`src/rtl/reset_seq_pkg.sv`:
```
`default_nettype none
// +--------------------------------------------------------------------------+
// | Module      : reset_seq_pkg                                              |
// | Description : Shared types and constants for the staged reset sequencer: |
// |               FSM state encoding, request source indices, and the value  |
// |               the stage reset outputs take while a sequence is held.     |
// | Ports       : none (package)                                             |
// | Revision    : 1.0  initial release                                       |
// +--------------------------------------------------------------------------+
package reset_seq_pkg;

  typedef enum logic [2:0] {
    ST_IDLE    = 3'd0,
    ST_DELAY   = 3'd1,
    ST_ASSERT  = 3'd2,
    ST_RELEASE = 3'd3,
    ST_DONE    = 3'd4
  } seq_state_t;

  // Request source indices into req_i / req_mask_i
  localparam int SRC_WB  = 0;
  localparam int SRC_TTC = 1;
  localparam int SRC_SCA = 2;

  // Per-bit value of stage_reset_o while all stages are held
  localparam logic STAGE_RESET_VAL = 1'b1;

  function automatic int max_of(input int a, input int b);
    return (a > b) ? a : b;
  endfunction

endpackage
`default_nettype wire

```
`src/rtl/reset_seq_timer.sv`:
```
`default_nettype none
// +--------------------------------------------------------------------------+
// | Module      : reset_seq_timer                                            |
// | Description : Loadable down-counter shared by the delay, hold and settle |
// |               intervals. Loading value N-1 makes zero assert N cycles    |
// |               later; the count parks at zero until reloaded.             |
// | Ports       : clk   - clock                                              |
// |               load  - load value into the counter this edge              |
// |               value - load value                                         |
// |               zero  - counter currently at zero                          |
// | Revision    : 1.0  initial release                                       |
// +--------------------------------------------------------------------------+
module reset_seq_timer
  import reset_seq_pkg::*;
#(
  parameter int WIDTH = 8
) (
  input  logic             clk,
  input  logic             load,
  input  logic [WIDTH-1:0] value,
  output logic             zero
);

  logic [WIDTH-1:0] count;

  // No reset of its own: the owner asserts load during its reset.
  always_ff @(posedge clk) begin
    if (load) begin
      count <= value;
    end else if (count != '0) begin
      count <= count - WIDTH'(1);
    end
  end

  assign zero = (count == '0);

endmodule
`default_nettype wire

```
`src/rtl/reset_sequencer.sv`:
```
`default_nettype none
// +--------------------------------------------------------------------------+
// | Module      : reset_sequencer                                            |
// | Description : Arbitrated, staged reset controller. Merges reset requests |
// |               from several sources into one sequence, holds all stages   |
// |               in reset, then releases them in index order with a settle  |
// |               gap between stages.                                        |
// | Build macro : RESET_SEQUENCER_WB_DELAY_EN - when defined, a grant that   |
// |               contains source 0 waits DELAY_CNT cycles before asserting  |
// |               the stages (lets the wishbone response complete).          |
// | Ports       : clock_i       - fabric clock                               |
// |               reset_i       - synchronous active-high reset              |
// |               req_i         - per-source reset request                   |
// |               req_mask_i    - 1 = ignore that source                     |
// |               stage_reset_o - per-stage active-high reset (registered)   |
// |               busy_o        - sequence in progress                       |
// |               done_o        - one-cycle pulse after the last release     |
// |               last_src_o    - lowest source index of most recent grant   |
// |               req_count_o   - grant count, saturating at 255             |
// | Revision    : 1.0  initial release                                       |
// +--------------------------------------------------------------------------+
module reset_sequencer
  import reset_seq_pkg::*;
#(
  parameter int NREQ       = 3,
  parameter int NSTAGES    = 4,
  parameter int DELAY_CNT  = 1023,
  parameter int HOLD_CNT   = 255,
  parameter int SETTLE_CNT = 15
) (
  input  logic                    clock_i,
  input  logic                    reset_i,
  input  logic [NREQ-1:0]         req_i,
  input  logic [NREQ-1:0]         req_mask_i,
  output logic [NSTAGES-1:0]      stage_reset_o,
  output logic                    busy_o,
  output logic                    done_o,
  output logic [$clog2(NREQ)-1:0] last_src_o,
  output logic [7:0]              req_count_o
);

  localparam int SRC_W = $clog2(NREQ);
  localparam int STG_W = (NSTAGES > 1) ? $clog2(NSTAGES) : 1;

`ifdef RESET_SEQUENCER_WB_DELAY_EN
  localparam bit DELAY_EN = 1'b1;
`else
  localparam bit DELAY_EN = 1'b0;
`endif

  // The delay interval only sizes the counter when the delay state exists
  localparam int DELAY_SIZE = DELAY_EN ? DELAY_CNT : 0;
  localparam int CNT_MAX    = max_of(DELAY_SIZE, max_of(HOLD_CNT, SETTLE_CNT));
  localparam int CNT_W      = $clog2(CNT_MAX) + 1;

  localparam logic [NSTAGES-1:0] STAGES_ON = {NSTAGES{STAGE_RESET_VAL}};

  seq_state_t        state, state_n;
  logic [NREQ-1:0]   pending, pending_n;
  logic [NREQ-1:0]   active, req_set;
  logic [STG_W-1:0]  stage_idx, stage_idx_n;
  logic [NSTAGES-1:0] stage_n;
  logic              busy_n, done_n;
  logic [SRC_W-1:0]  last_src_n, low_src;
  logic [7:0]        count_n;
  logic              tmr_load, tmr_zero;
  logic [CNT_W-1:0]  tmr_value;

  assign active  = req_i & ~req_mask_i;
  assign req_set = pending | active;

  // Lowest set index of the request set (scan high to low, last hit wins)
  always_comb begin
    low_src = '0;
    for (int i = NREQ - 1; i >= 0; i--) begin
      if (req_set[i]) low_src = SRC_W'(i);
    end
  end

  reset_seq_timer #(
    .WIDTH (CNT_W)
  ) u_timer (
    .clk   (clock_i),
    .load  (tmr_load),
    .value (tmr_value),
    .zero  (tmr_zero)
  );

  // Timer is loaded with N-1 so zero is seen on the Nth edge after loading.
  always_comb begin
    state_n     = state;
    stage_n     = stage_reset_o;
    stage_idx_n = stage_idx;
    pending_n   = req_set;
    last_src_n  = last_src_o;
    count_n     = req_count_o;
    done_n      = 1'b0;
    tmr_load    = 1'b0;
    tmr_value   = '0;

    case (state)
      ST_IDLE: begin
        if (req_set != '0) begin
          pending_n  = '0;
          last_src_n = low_src;
          if (req_count_o != 8'hFF) count_n = req_count_o + 8'd1;
          state_n    = ST_ASSERT;
          stage_n    = STAGES_ON;
          tmr_load   = 1'b1;
          tmr_value  = CNT_W'(HOLD_CNT - 1);
`ifdef RESET_SEQUENCER_WB_DELAY_EN
          if ((DELAY_CNT > 0) && req_set[SRC_WB]) begin
            state_n   = ST_DELAY;
            stage_n   = '0;
            tmr_value = CNT_W'(DELAY_CNT - 1);
          end
`endif
        end
      end

`ifdef RESET_SEQUENCER_WB_DELAY_EN
      ST_DELAY: begin
        stage_n = '0;
        if (tmr_zero) begin
          state_n   = ST_ASSERT;
          stage_n   = STAGES_ON;
          tmr_load  = 1'b1;
          tmr_value = CNT_W'(HOLD_CNT - 1);
        end
      end
`endif

      ST_ASSERT: begin
        stage_n = STAGES_ON;
        if (tmr_zero) begin
          stage_n[0] = 1'b0;
          if (NSTAGES == 1) begin
            state_n = ST_DONE;
          end else begin
            state_n     = ST_RELEASE;
            stage_idx_n = STG_W'(1);
            tmr_load    = 1'b1;
            tmr_value   = CNT_W'(SETTLE_CNT - 1);
          end
        end
      end

      ST_RELEASE: begin
        if (tmr_zero) begin
          stage_n[stage_idx] = 1'b0;
          if (stage_idx == STG_W'(NSTAGES - 1)) begin
            state_n = ST_DONE;
          end else begin
            stage_idx_n = stage_idx + STG_W'(1);
            tmr_load    = 1'b1;
            tmr_value   = CNT_W'(SETTLE_CNT - 1);
          end
        end
      end

      // done_o is registered, so it becomes visible on the edge leaving DONE,
      // the same edge on which busy_o falls.
      ST_DONE: begin
        done_n  = 1'b1;
        state_n = ST_IDLE;
      end

      default: begin
        state_n = ST_IDLE;
        stage_n = '0;
      end
    endcase

    busy_n = (state_n != ST_IDLE);

    // Reset restarts the hold interval regardless of the current state
    if (reset_i) begin
      tmr_load  = 1'b1;
      tmr_value = CNT_W'(HOLD_CNT - 1);
    end
  end

  always_ff @(posedge clock_i) begin
    if (reset_i) begin
      state         <= ST_ASSERT;
      stage_reset_o <= STAGES_ON;
      stage_idx     <= '0;
      busy_o        <= 1'b1;
      done_o        <= 1'b0;
      pending       <= '0;
      last_src_o    <= '0;
      req_count_o   <= '0;
    end else begin
      state         <= state_n;
      stage_reset_o <= stage_n;
      stage_idx     <= stage_idx_n;
      busy_o        <= busy_n;
      done_o        <= done_n;
      pending       <= pending_n;
      last_src_o    <= last_src_n;
      req_count_o   <= count_n;
    end
  end

endmodule
`default_nettype wire

```
`config.mk`:
```
export PLATFORM = sky130hd
export DESIGN_NAME = reset_sequencer
export DESIGN_NICKNAME = d
export VERILOG_FILES = /design/src/rtl/reset_seq_pkg.sv /design/src/rtl/reset_seq_timer.sv /design/src/rtl/reset_sequencer.sv
export SDC_FILE = /design/constraint.sdc
export NUM_CORES = 1
export LEC_CHECK = 0
export BUFFER_PORTS_ARGS = -buffer_cell sky130_fd_sc_hd__buf_4
export CORE_MARGIN = 4
export CORE_UTILIZATION = 40
export CTS_CLUSTER_SIZE = 30
export DETAILED_ROUTE_END_ITERATION = 16
export PLACE_DENSITY = 0.66
export SYNTH_ARGS = -nofsm -noshare
export SYNTH_HDL_FRONTEND = slang
export SYNTH_SLANG_ARGS = --single-unit
```
`constraint.sdc`:
```
create_clock -name clock_i -period 2.45 [get_ports clock_i]
set_input_delay 0.49 -clock clock_i [delete_from_list [all_inputs] [get_ports clock_i]]
set_output_delay 0.49 -clock clock_i [all_outputs]
set_load 0.01 [all_outputs]
```
==> summary.md, run 1 <==
| Metric | Value |
|---|---|
| Post-synthesis simple-gate area fraction | 24.1% |
| CTS Buffer Depth | 2 |
| Cts repair resizes | 0 |
| Die area | 0.00536 mm² |
| Pwr per Cell Area | 513 mW/mm² |
| Met3 Wirelength | 145 µm |
| Core ar. | 0.00406 mm² |
| Fillers | 382 |
| # rows | 23 |
| Routability cong. | 0.733 |
| Final core utilization | 49.6% |
| GRT overflow | 0 |
| TritonCTS clock tree | done |
| Max Fclk | 486 MHz |
| Die Y | 73.2 µm |
| Fin cells | 246 |
| Number of global-route vias before repair | 1,293 |
| Critical Path End Type | register |
| Met1 Wirelength | 1.46 mm |
| Critical path type | register to register |
| Type of origin of the critical path | register |
| Clock Pin Slew Worst Setup and Hold Paths | 0.07 ns |
| # DRC | 0 |
| Uppermost routed layer | met4 |
| Routed Antenna Nets | 0 |
| # setup viols final | 0 |
| Initial DRC count | 51 |
| Area grow syn2layout | 18.5% |
| Max Slew Vio Count | 0 |
| Arr. time, crit path | 2.01 ns |
| IO Pins | 24 |
| VDD IR max | 0.305 mV |
| Starting Density | 41.9% |
| Final hold viol count | 0 |
| Netlist cell types | 50 |
| Pleak | 0.760 nW |
| Max-cap viol count | 0 |
| Placed cell count | 238 |
| # Post-CTS Setup Buffers | 0 |
| H-tree depth | 2 |
| Gr usage total | 13.1% |
| Compound-gate portion of the synthesized area | 16.1% |
| Vias per std cell | 5.41 |
| Xor/xnor share of the synthesized area | 5.67% |
| RSZ-0062 raised after global routing | false |
| Die width | 73.2 µm |
| Sequential share of the synthesized area | 44.2% |
| Seq cells post-synth | 33 |
| Mapped Area | 0.00170 mm² |
| Clk sink count | 33 |
| Post-DP HPWL | 2.52 mm |
| Wire per inst | 13.4 µm |
| Latest clock arrival within the worst-skew pair | 0.28 ns |
| Rel. slew slack | 61.9% |
| Min Tclk post-route | 2.06 ns |
| First-pass GRT wire length | 5.52 mm |
| DR pass1 iterations | 4 |
| Largest family of logic cells by synthesized area | simple AND/OR/NAND/NOR gates |
| Setup Skew | 0.00485 ns |
| Crit path max fanout | 9 |
| Largest net degree at the start of global routing | 31 |
| TNS Setup | 0 ns |
| Adder-Cell Fraction of Synth Area | 5.15% |
| CTS buffer count | 5 |
| Syn. warnings | 0 |
| Post-Route WL | 3.30 mm |
| Root Buffer Master | clkbuf_8 |
| Nets | 210 |
| Worst hold path class | register to register |
| # diodes | 0 |
| Multiplexer area fraction after synthesis | 1.47% |
| Outcome | finished clean |
| Worst Tran Pin Value | 0.557 ns |
| Fraction of layout instances using a drive strength above 1 | 24.5% |
| Number of buffers inserted by port buffering | 23 |
| Routed met2 length | 1.64 mm |
| # hold bufs at CTS | 0 |
| Syn Nets | 183 |
| Final period util | 84.0% |
| Syn Inst Count | 168 |
| Via count | 1,332 |
| WP data required | 2.40 ns |
| Syn Area/Cell | 10.1 µm² |
| Initial antenna violation count | 0 |
layer usage:
| metal | up-vias | GRT usage, % |
|---|---|---|
| met2 | 23 | 22.1 |
| li1 | 667 | - |
| met3 | 5 | 4.27 |
| met1 | 637 | 15.5 |
| met4 | 0 | 4.71 |
| met5 | - | 0 |
area by class of cell:
| class | count | area, µm² | share of cell area, % |
|---|---|---|---|
| Timing Repair Buffer | 26 | 195 | 9.69 |
| Clock inverter | 2 | 10.0 | 0.497 |
| Tap cell | 50 | 62.6 | 3.11 |
| Multi-Input combinational cell | 121 | 893 | 44.3 |
| Sequential cell | 33 | 751 | 37.3 |
| Clock buffer | 6 | 72.6 | 3.60 |
| Inverter | 8 | 30.0 | 1.49 |
synth_stat cells, drive strengths merged:
cell type	n	area share, %
a21oi	11	3.7
nand4b	1	1.4
and3	2	0.74
a2bb2oi	2	1.0
or2	2	0.74
nand2b	2	0.74
nor4b	3	1.9
xor2	2	1.0
nor3	7	3.0
a31oi	2	0.74
o22ai	1	0.37
clkbuf	5	1.1
o211ai	3	1.3
and4b	1	0.66
o21ai	6	1.8
o31ai	1	0.44
nor2	18	4.1
nor2b	2	0.74
a2111oi	3	3.0
mux2	1	0.88
mux2i	1	0.59
nor3b	4	2.4
dfxtp	24	28
nand3b	1	0.44
nor4	5	2.7
inv	8	1.8
ha	7	5.2
o32a	2	1.2
nand2	9	2.0
nand4	1	0.37
a211oi	3	1.6
xnor2	9	4.6
a311oi	1	0.52
buf	1	0.44
or3	1	0.37
edfxtp	9	16
o21bai	1	0.44
nand3	6	1.8
metrics by stage:
| stage | cell area (µm²) | power, W | setup slack, ns | hold slack (ns) |
|---|---|---|---|---|
| after floorplan | 1700 | 0.000633 | 0.396 | 0.498 |
| after global placement | 1930 | 0.000656 | 0.412 | 0.463 |
| after detailed placement | 1930 | 0.000659 | 0.342 | 0.470 |
| after CTS | 2010 | 0.00105 | 0.370 | 0.492 |
| after global routing | 2010 | 0.00109 | 0.238 | 0.515 |
| final | 2010 | 0.00103 | 0.392 | 0.482 |
critical path, stage by stage, from the launching register on:
cell and delay (ns):
edfxtp_1 0.50, nor4_4 0.41, nand4b_4 0.18, nor3b_4 0.25, nor3_2 0.08, nand2_1 0.30
layout by cell type (no fill, tap or decap), drive strengths merged, types with 2 or more instances in the layout:
| cell | n |
|---|---|
| inv | 8 |
| nor2b | 2 |
| a211oi | 3 |
| a31oi | 2 |
| or2 | 2 |
| nand2 | 9 |
| clkbuf | 6 |
| buf | 26 |
| o21ai | 6 |
| nor3b | 4 |
| o32a | 2 |
| dfxtp | 24 |
| o211ai | 3 |
| a2bb2oi | 2 |
| nand2b | 2 |
| nor4 | 5 |
| nor2 | 18 |
| nor4b | 3 |
| and3 | 2 |
| xor2 | 2 |
| clkinv | 2 |
| a21oi | 11 |
| xnor2 | 9 |
| edfxtp | 9 |
| ha | 7 |
| a2111oi | 3 |
| nand3 | 6 |
| nor3 | 7 |
flip-flops by register name (all words and copies together), names as in the netlist:
| name | count |
|---|---|
| stage_reset_o | 4 |
| done_o | 1 |
| last_src_o | 2 |
| stage_idx | 2 |
| state | 3 |
| pending | 3 |
| u_timer.count | 9 |
| busy_o | 1 |
| req_count_o | 8 |
power breakdown:
part	internal, W	switching, W
registers	0.000569	0.00000741
clock network	0.000197	0.000190
logic	0.0000299	0.0000400
total	0.000796	0.000238
final timing paths:
kind                                         to  cells past startpoint                     startpoint  slack [ns]
hold reg to reg   stage_reset_o[2]$_SDFFE_PP1P_                      1  stage_reset_o[2]$_SDFFE_PP1P_        0.48
setup / recovery     u_timer.count[1]$_DFFE_PP_                      5     u_timer.count[4]$_DFFE_PP_        0.39
setup reg to reg     u_timer.count[1]$_DFFE_PP_                      5     u_timer.count[4]$_DFFE_PP_        0.39
hold / removal    stage_reset_o[2]$_SDFFE_PP1P_                      1  stage_reset_o[2]$_SDFFE_PP1P_        0.48
cells by family (layout without fill, tap and decap cells):
group	count (synthesis)	in the layout
XOR/XNOR	11	11
adder cells (fa/ha/maj)	7	7
flip-flops	33	33
AO/OA/AOI/OAI	36	36
buffers and inverters	14	42
AND/OR/NAND/NOR	65	65
multiplexers	2	2
(Power assumes the default switching activity.)
==> inputs of run 2 (changes only) <==
PLACE_DENSITY = 0.68   (was 0.66)
clock period = 1.8 ns   (was 2.45 ns; I/O delays follow)
==> run 2 against run 1 <==
Compared with the run above:
- hold slack worse by 0.050 ns
- sequential power increased by 36%
- non-clock buffer count grew 17
- critical path depth is the same
- design area up 9.1%
- combinational power up 49%
- largest cell class unchanged
- highest routed layer unchanged
==> summary.md, run 2 (synthesized netlist as in run 1, its figures left out) <==
| Metric | Value |
|---|---|
| Fraction of layout instances using a drive strength above 1 | 32.7% |
| Gr usage total | 13.9% |
| WP data required | 1.96 ns |
| Starting Density | 41.9% |
| Regs by FF count | u_timer.count (9), req_count_o (8), stage_reset_o (4) |
| CTS Buffer Depth | 2 |
| GRT overflow | 0 |
| Commonest non-fill, non-tap cell in the layout | buf_4 |
| M1 GR Usage | 17.5% |
| # diodes | 0 |
| Worst Setup SP | u_timer.count[6]$_DFFE_PP_ |
| Fin cells | 264 |
| Routing usage on met2 | 23.2% |
| H-tree depth | 2 |
| # rows | 23 |
| Critical path type | register to register |
| Busiest layer in global routing | met2 |
| IO Pins | 24 |
| Area grow syn2layout | 29.2% |
| Largest net degree at the start of global routing | 31 |
| # hold bufs at CTS | 0 |
| Largest register FFs | 9 |
| Pwr per Cell Area | 664 mW/mm² |
| Die area | 0.00536 mm² |
| CTS buffer count | 5 |
| Routing usage on met3 | 3.31% |
| Total Power | 0.00146 W |
| Worst Tran Pin Value | 0.446 ns |
| Routability cong. | 0.840 |
| Reg-to-reg endpoint | stage_reset_o[0]$_SDFFE_PP1P_ |
| Post-DP HPWL | 2.57 mm |
| Latest clock arrival within the worst-skew pair | 0.28 ns |
| Outcome | finished clean |
| # Post-CTS Setup Buffers | 0 |
| RR Startpoint | u_timer.count[6]$_DFFE_PP_ |
| Wire per inst | 13.5 µm |
| Post-Route WL | 3.56 mm |
| Placed cell count | 255 |
| VDD IR max | 0.412 mV |
| Core ar. | 0.00406 mm² |
| Pleak | 0.859 nW |
| Critical Path End Type | register |
| TritonCTS clock tree | done |
| Number of global-route vias before repair | 1,330 |
| First-pass GRT wire length | 5.77 mm |
| Via count | 1,383 |
| Final hold viol count | 0 |
| Die width | 73.2 µm |
| Setup crit end | stage_reset_o[0]$_SDFFE_PP1P_ |
| Final hold slack | 0.432 ns |
| Setup Skew | 0.00489 ns |
| R2r setup slk | 0.03 ns |
| Nets | 228 |
| Die Y | 73.2 µm |
| Min Tclk post-route | 1.77 ns |
| Clock Pin Slew Worst Setup and Hold Paths | 0.06 ns |
| Rel. slew slack | 70.2% |
| Max Slew Vio Count | 0 |
| Crit path max fanout | 4 |
| Vias per std cell | 5.24 |
| DR pass1 iterations | 4 |
| # DRC | 0 |
| Max-cap viol count | 0 |
| Commonest cells after routing, fill and taps aside | 42 x buf_4, 24 x dfxtp_1, 16 x nor2_1 |
| Initial antenna violation count | 0 |
| Final period util | 98.3% |
| Initial DRC count | 111 |
| # setup viols final | 0 |
| Clk sink count | 33 |
| Arr. time, crit path | 1.93 ns |
| Root Buffer Master | clkbuf_8 |
| RSZ-0062 raised after global routing | true |
| Type of origin of the critical path | register |
| Routed Antenna Nets | 0 |
| Max Fclk | 565 MHz |
| Worst hold path class | input pin to register |
| Number of buffers inserted by port buffering | 23 |
| R2R depth | 5 |
| Largest Register | u_timer.count |
[run 2: changes by cell type in the layout (fill, tap and decap cells not counted), moves of 2 or more]
cell      delta
o21ai_2      +3
clkinv_2     -2
buf_4       +16
o21ai_0      -3
[run 2: area by class of cell]
| cell class | count | area, µm² |
|---|---|---|
| Tap cell | 50 | 62.6 |
| Inverter | 8 | 30.0 |
| Timing Repair Buffer | 43 | 327 |
| Fill cell | 382 | 1860 |
| Clock buffer | 8 | 90.1 |
| Multi-Input combinational cell | 122 | 937 |
| Sequential cell | 33 | 751 |
[run 2: metal layers]
layer	vias to the layer above	part of all wire [%]
li1	709	-
met1	648	46
met2	22	50
met3	4	3.6
met4	0	0.79
met5	-	0
[run 2: how the worst min path moves through the flow]
stage,depth (start not counted),start,to
5_1_grt,2,reset_i,stage_idx[1]$_SDFFE_PP0P_
2_1_floorplan,2,last_src_o[0]$_SDFFE_PP0P_,last_src_o[0]$_SDFFE_PP0P_
3_3_place_gp,1,stage_reset_o[2]$_SDFFE_PP1P_,stage_reset_o[2]$_SDFFE_PP1P_
6_report,3,req_i[0],pending[0]$_SDFF_PP0_
4_1_cts,3,req_i[0],pending[0]$_SDFF_PP0_
3_5_place_dp,1,stage_reset_o[2]$_SDFFE_PP1P_,stage_reset_o[2]$_SDFFE_PP1P_
[run 2: critical path: stages (launching register included)]
cell	delay [ns]
edfxtp_1	0.42
nor4_4	0.41
and4b_2	0.34
nor2_2	0.07
a2111oi_2	0.33
a211oi_1	0.08
[run 2: timing repair]
action | 4_1_cts | 5_1_grt
pin swaps | 2 | 5
gates resized for setup | 1 | 12
endpoints found under the hold margin | 0 | 0
endpoints found under the setup margin | 9 | 17
gates cloned | 1 | 0
[run 2: metrics by stage]
stage | setup TNS (ns) | worst slack, ns | util (%) | area, µm²
after floorplan | -0.743 | -0.0826 | - | 1700
after global placement | -0.224 | -0.0479 | 50.8 | 2060
after detailed placement | -0.409 | -0.0842 | 50.8 | 2060
after CTS | 0 | 0.00590 | 53.2 | 2160
after global routing | -0.594 | -0.0664 | 54.1 | 2200
final | 0 | 0.0309 | 54.1 | 2200
[run 2: power by group]
part | switching, W | total [W] | internal [W]
combinational | 0.0000566 | 0.000104 | 0.0000471
sequential | 0.00000996 | 0.000785 | 0.000775
clock | 0.000259 | 0.000571 | 0.000312
==> inputs of run 3 (changes only) <==
--- a/config.mk
+++ b/config.mk
@@ -8,2 +8,3 @@
 export BUFFER_PORTS_ARGS = -buffer_cell sky130_fd_sc_hd__buf_4
+export CAP_MARGIN = 0
 export CORE_MARGIN = 4
==> constraint.sdc (replaced) <==
create_clock -name clock_i -period 1.8 [get_ports clock_i]
set_input_delay 0.18 -clock clock_i [delete_from_list [all_inputs] [get_ports clock_i]]
set_output_delay 0.18 -clock clock_i [all_outputs]
set_load 0.01 [all_outputs]
==> run 3 against run 2 <==
Compared with the run above:
- flip-flop and latch count is the same
- clock power up 20%
- clock skew rose by 0.00071 ns
- sequential share of layout area about the same
- global-route usage is 0.52 points higher
- first-iteration DRC count is 37% lower
- via count grew 0.43%
- register-to-register slack hardly changed
- die area is the same
- sequential power is essentially flat
==> summary.md, run 3 (synthesized netlist as in run 1, its figures left out) <==
| Metric | Value |
|---|---|
| Initial antenna violation count | 0 |
| First-pass GRT wire length | 5.89 mm |
| Max Fclk | 565 MHz |
| Post-Route WL | 3.56 mm |
| Starting Density | 41.9% |
| Die width | 73.2 µm |
| Slowest cell delay on critical path | 0.43 ns |
| CP Cell Sequence | nor4_4, nand4b_4, nor3b_4, buf_4, a2bb2oi_1, nor2_1 |
| Largest net degree at the start of global routing | 31 |
| Area grow syn2layout | 29.5% |
| Setup Skew | 0.00561 ns |
| Max-cap viol count | 0 |
| Min Tclk post-route | 1.77 ns |
| Max Slew Vio Count | 0 |
| Crit path max fanout | 8 |
| # diodes | 0 |
| Final worst slack | 0.0314 ns |
| Total Power | 0.00158 W |
| # setup viols final | 0 |
| Critical Path End Type | register |
| Worst Tran Pin Value | 0.449 ns |
| Fillers | 399 |
| H-tree depth | 2 |
| Critical path type | register to register |
| Final instance area | 0.00220 mm² |
| Wire per inst | 13.4 µm |
| Rel. slew slack | 70.0% |
| Routability cong. | 0.790 |
| Pleak | 0.861 nW |
| Commonest non-fill, non-tap cell in the layout | buf_4 |
| Outcome | finished clean |
| Die Y | 73.2 µm |
| Type of origin of the critical path | register |
| R2r setup slk | 0.03 ns |
| GRT overflow | 0 |
| TritonCTS clock tree | done |
| CP max stage cell | edfxtp_1 |
| Initial DRC count | 70 |
| RSZ-0062 raised after global routing | true |
| CP top delay family | simple AND/OR/NAND/NOR gates |
| # rows | 23 |
| Latest clock arrival within the worst-skew pair | 0.29 ns |
| Clock Pin Slew Worst Setup and Hold Paths | 0.07 ns |
| Fraction of layout instances using a drive strength above 1 | 32.6% |
| Final hold slack | 0.240 ns |
| VDD IR max | 0.372 mV |
| Arr. time, crit path | 1.94 ns |
| CP bufs+invs | 1 |
| Die area | 0.00536 mm² |
| Largest register FFs | 9 |
| # Post-CTS Setup Buffers | 0 |
| Largest Register | u_timer.count |
| Pwr per Cell Area | 715 mW/mm² |
| Core ar. | 0.00406 mm² |
| Worst hold path class | input pin to register |
| # DRC | 0 |
| Commonest cells after routing, fill and taps aside | 44 x buf_4, 23 x dfxtp_1, 17 x nor2_1 |
| IO Pins | 24 |
| Number of buffers inserted by port buffering | 23 |
| Routed Antenna Nets | 0 |
| Gr usage total | 14.4% |
| Via count | 1,389 |
| CTS Buffer Depth | 2 |
| Final period util | 98.3% |
| CTS buffer count | 5 |
| TNS Setup | 0 ns |
| Post-DP Area | 0.00207 mm² |
| Nets | 229 |
| WP data required | 1.97 ns |
| Post-DP HPWL | 2.62 mm |
| Final hold viol count | 0 |
| DR pass1 iterations | 4 |
| Number of global-route vias before repair | 1,307 |
| Vias per std cell | 5.24 |
| Root Buffer Master | clkbuf_8 |
| Dpl ws | 0.0176 ns |
| Clk sink count | 33 |
| Regs by FF count | u_timer.count (9), req_count_o (8), stage_reset_o (4) |
-- run 3: changes by cell type in the layout (fill, tap and decap cells not counted), sizes merged --
cell | previous run | this run
bufinv | 0 | 1
clkbuf | 8 | 5
clkinv | 0 | 1
buf | 43 | 44
inv | 8 | 9
-- run 3: what timing repair did --
item | 4_1_cts | 5_1_grt
setup endpoints to repair | 0 | 17
hold buffers | 0 | 0
gates resized for setup | 0 | 5
-- run 3: layout make-up --
| type | instances | area [µm²] | area share [%] |
|---|---|---|---|
| Tap cell | 50 | 62.6 | 2.84 |
| Inverter | 8 | 30.0 | 1.36 |
| Timing Repair Buffer | 44 | 330 | 15.0 |
| Sequential cell | 33 | 752 | 34.1 |
| Clock inverter | 3 | 40.0 | 1.82 |
| Multi-Input combinational cell | 122 | 918 | 41.7 |
| Clock buffer | 5 | 68.8 | 3.13 |
-- run 3: worst min-delay path: cells and delay by family --
kind | cells | cell delay (ns)
AND/OR/NAND/NOR | 1 | 0.12
buffers and inverters | 1 | 0.10
AO/OA/AOI/OAI | 1 | 0.09
-- run 3: through the flow --
step                      std cells  utilization [%]
after detailed placement        256             51.0
after global routing            265             54.3
after CTS                       264             53.7
final                           265             54.3
after global placement          256             51.0
after floorplan                 168                -
-- run 3: path summary, 6_finish.rpt --
check | from | to | cells after the start
max reg2reg | u_timer.count[4]$_DFFE_PP_ | stage_idx[1]$_SDFFE_PP0P_ | 6
min reg2reg | last_src_o[0]$_SDFFE_PP0P_ | last_src_o[0]$_SDFFE_PP0P_ | 2
max | u_timer.count[4]$_DFFE_PP_ | stage_idx[1]$_SDFFE_PP0P_ | 6
min | req_i[0] | pending[0]$_SDFF_PP0_ | 3
-- run 3: routing by layer --
| layer | global-route usage, % | share of wire, % | up-vias |
|---|---|---|---|
| li1 | - | - | 708 |
| met1 | 18.0 | 46 | 655 |
| met2 | 22.4 | 48 | 19 |
| met3 | 3.72 | 3.6 | 7 |
| met4 | 8.40 | 2.4 | 0 |
| met5 | 0 | 0 | - |
-- run 3: report_power, final --
part	switching, W	internal (W)	total (W)
clock	0.000275	0.000408	0.000684
combinational	0.0000574	0.0000490	0.000106
sequential	0.0000100	0.000775	0.000785
total	0.000343	0.00123	0.00158
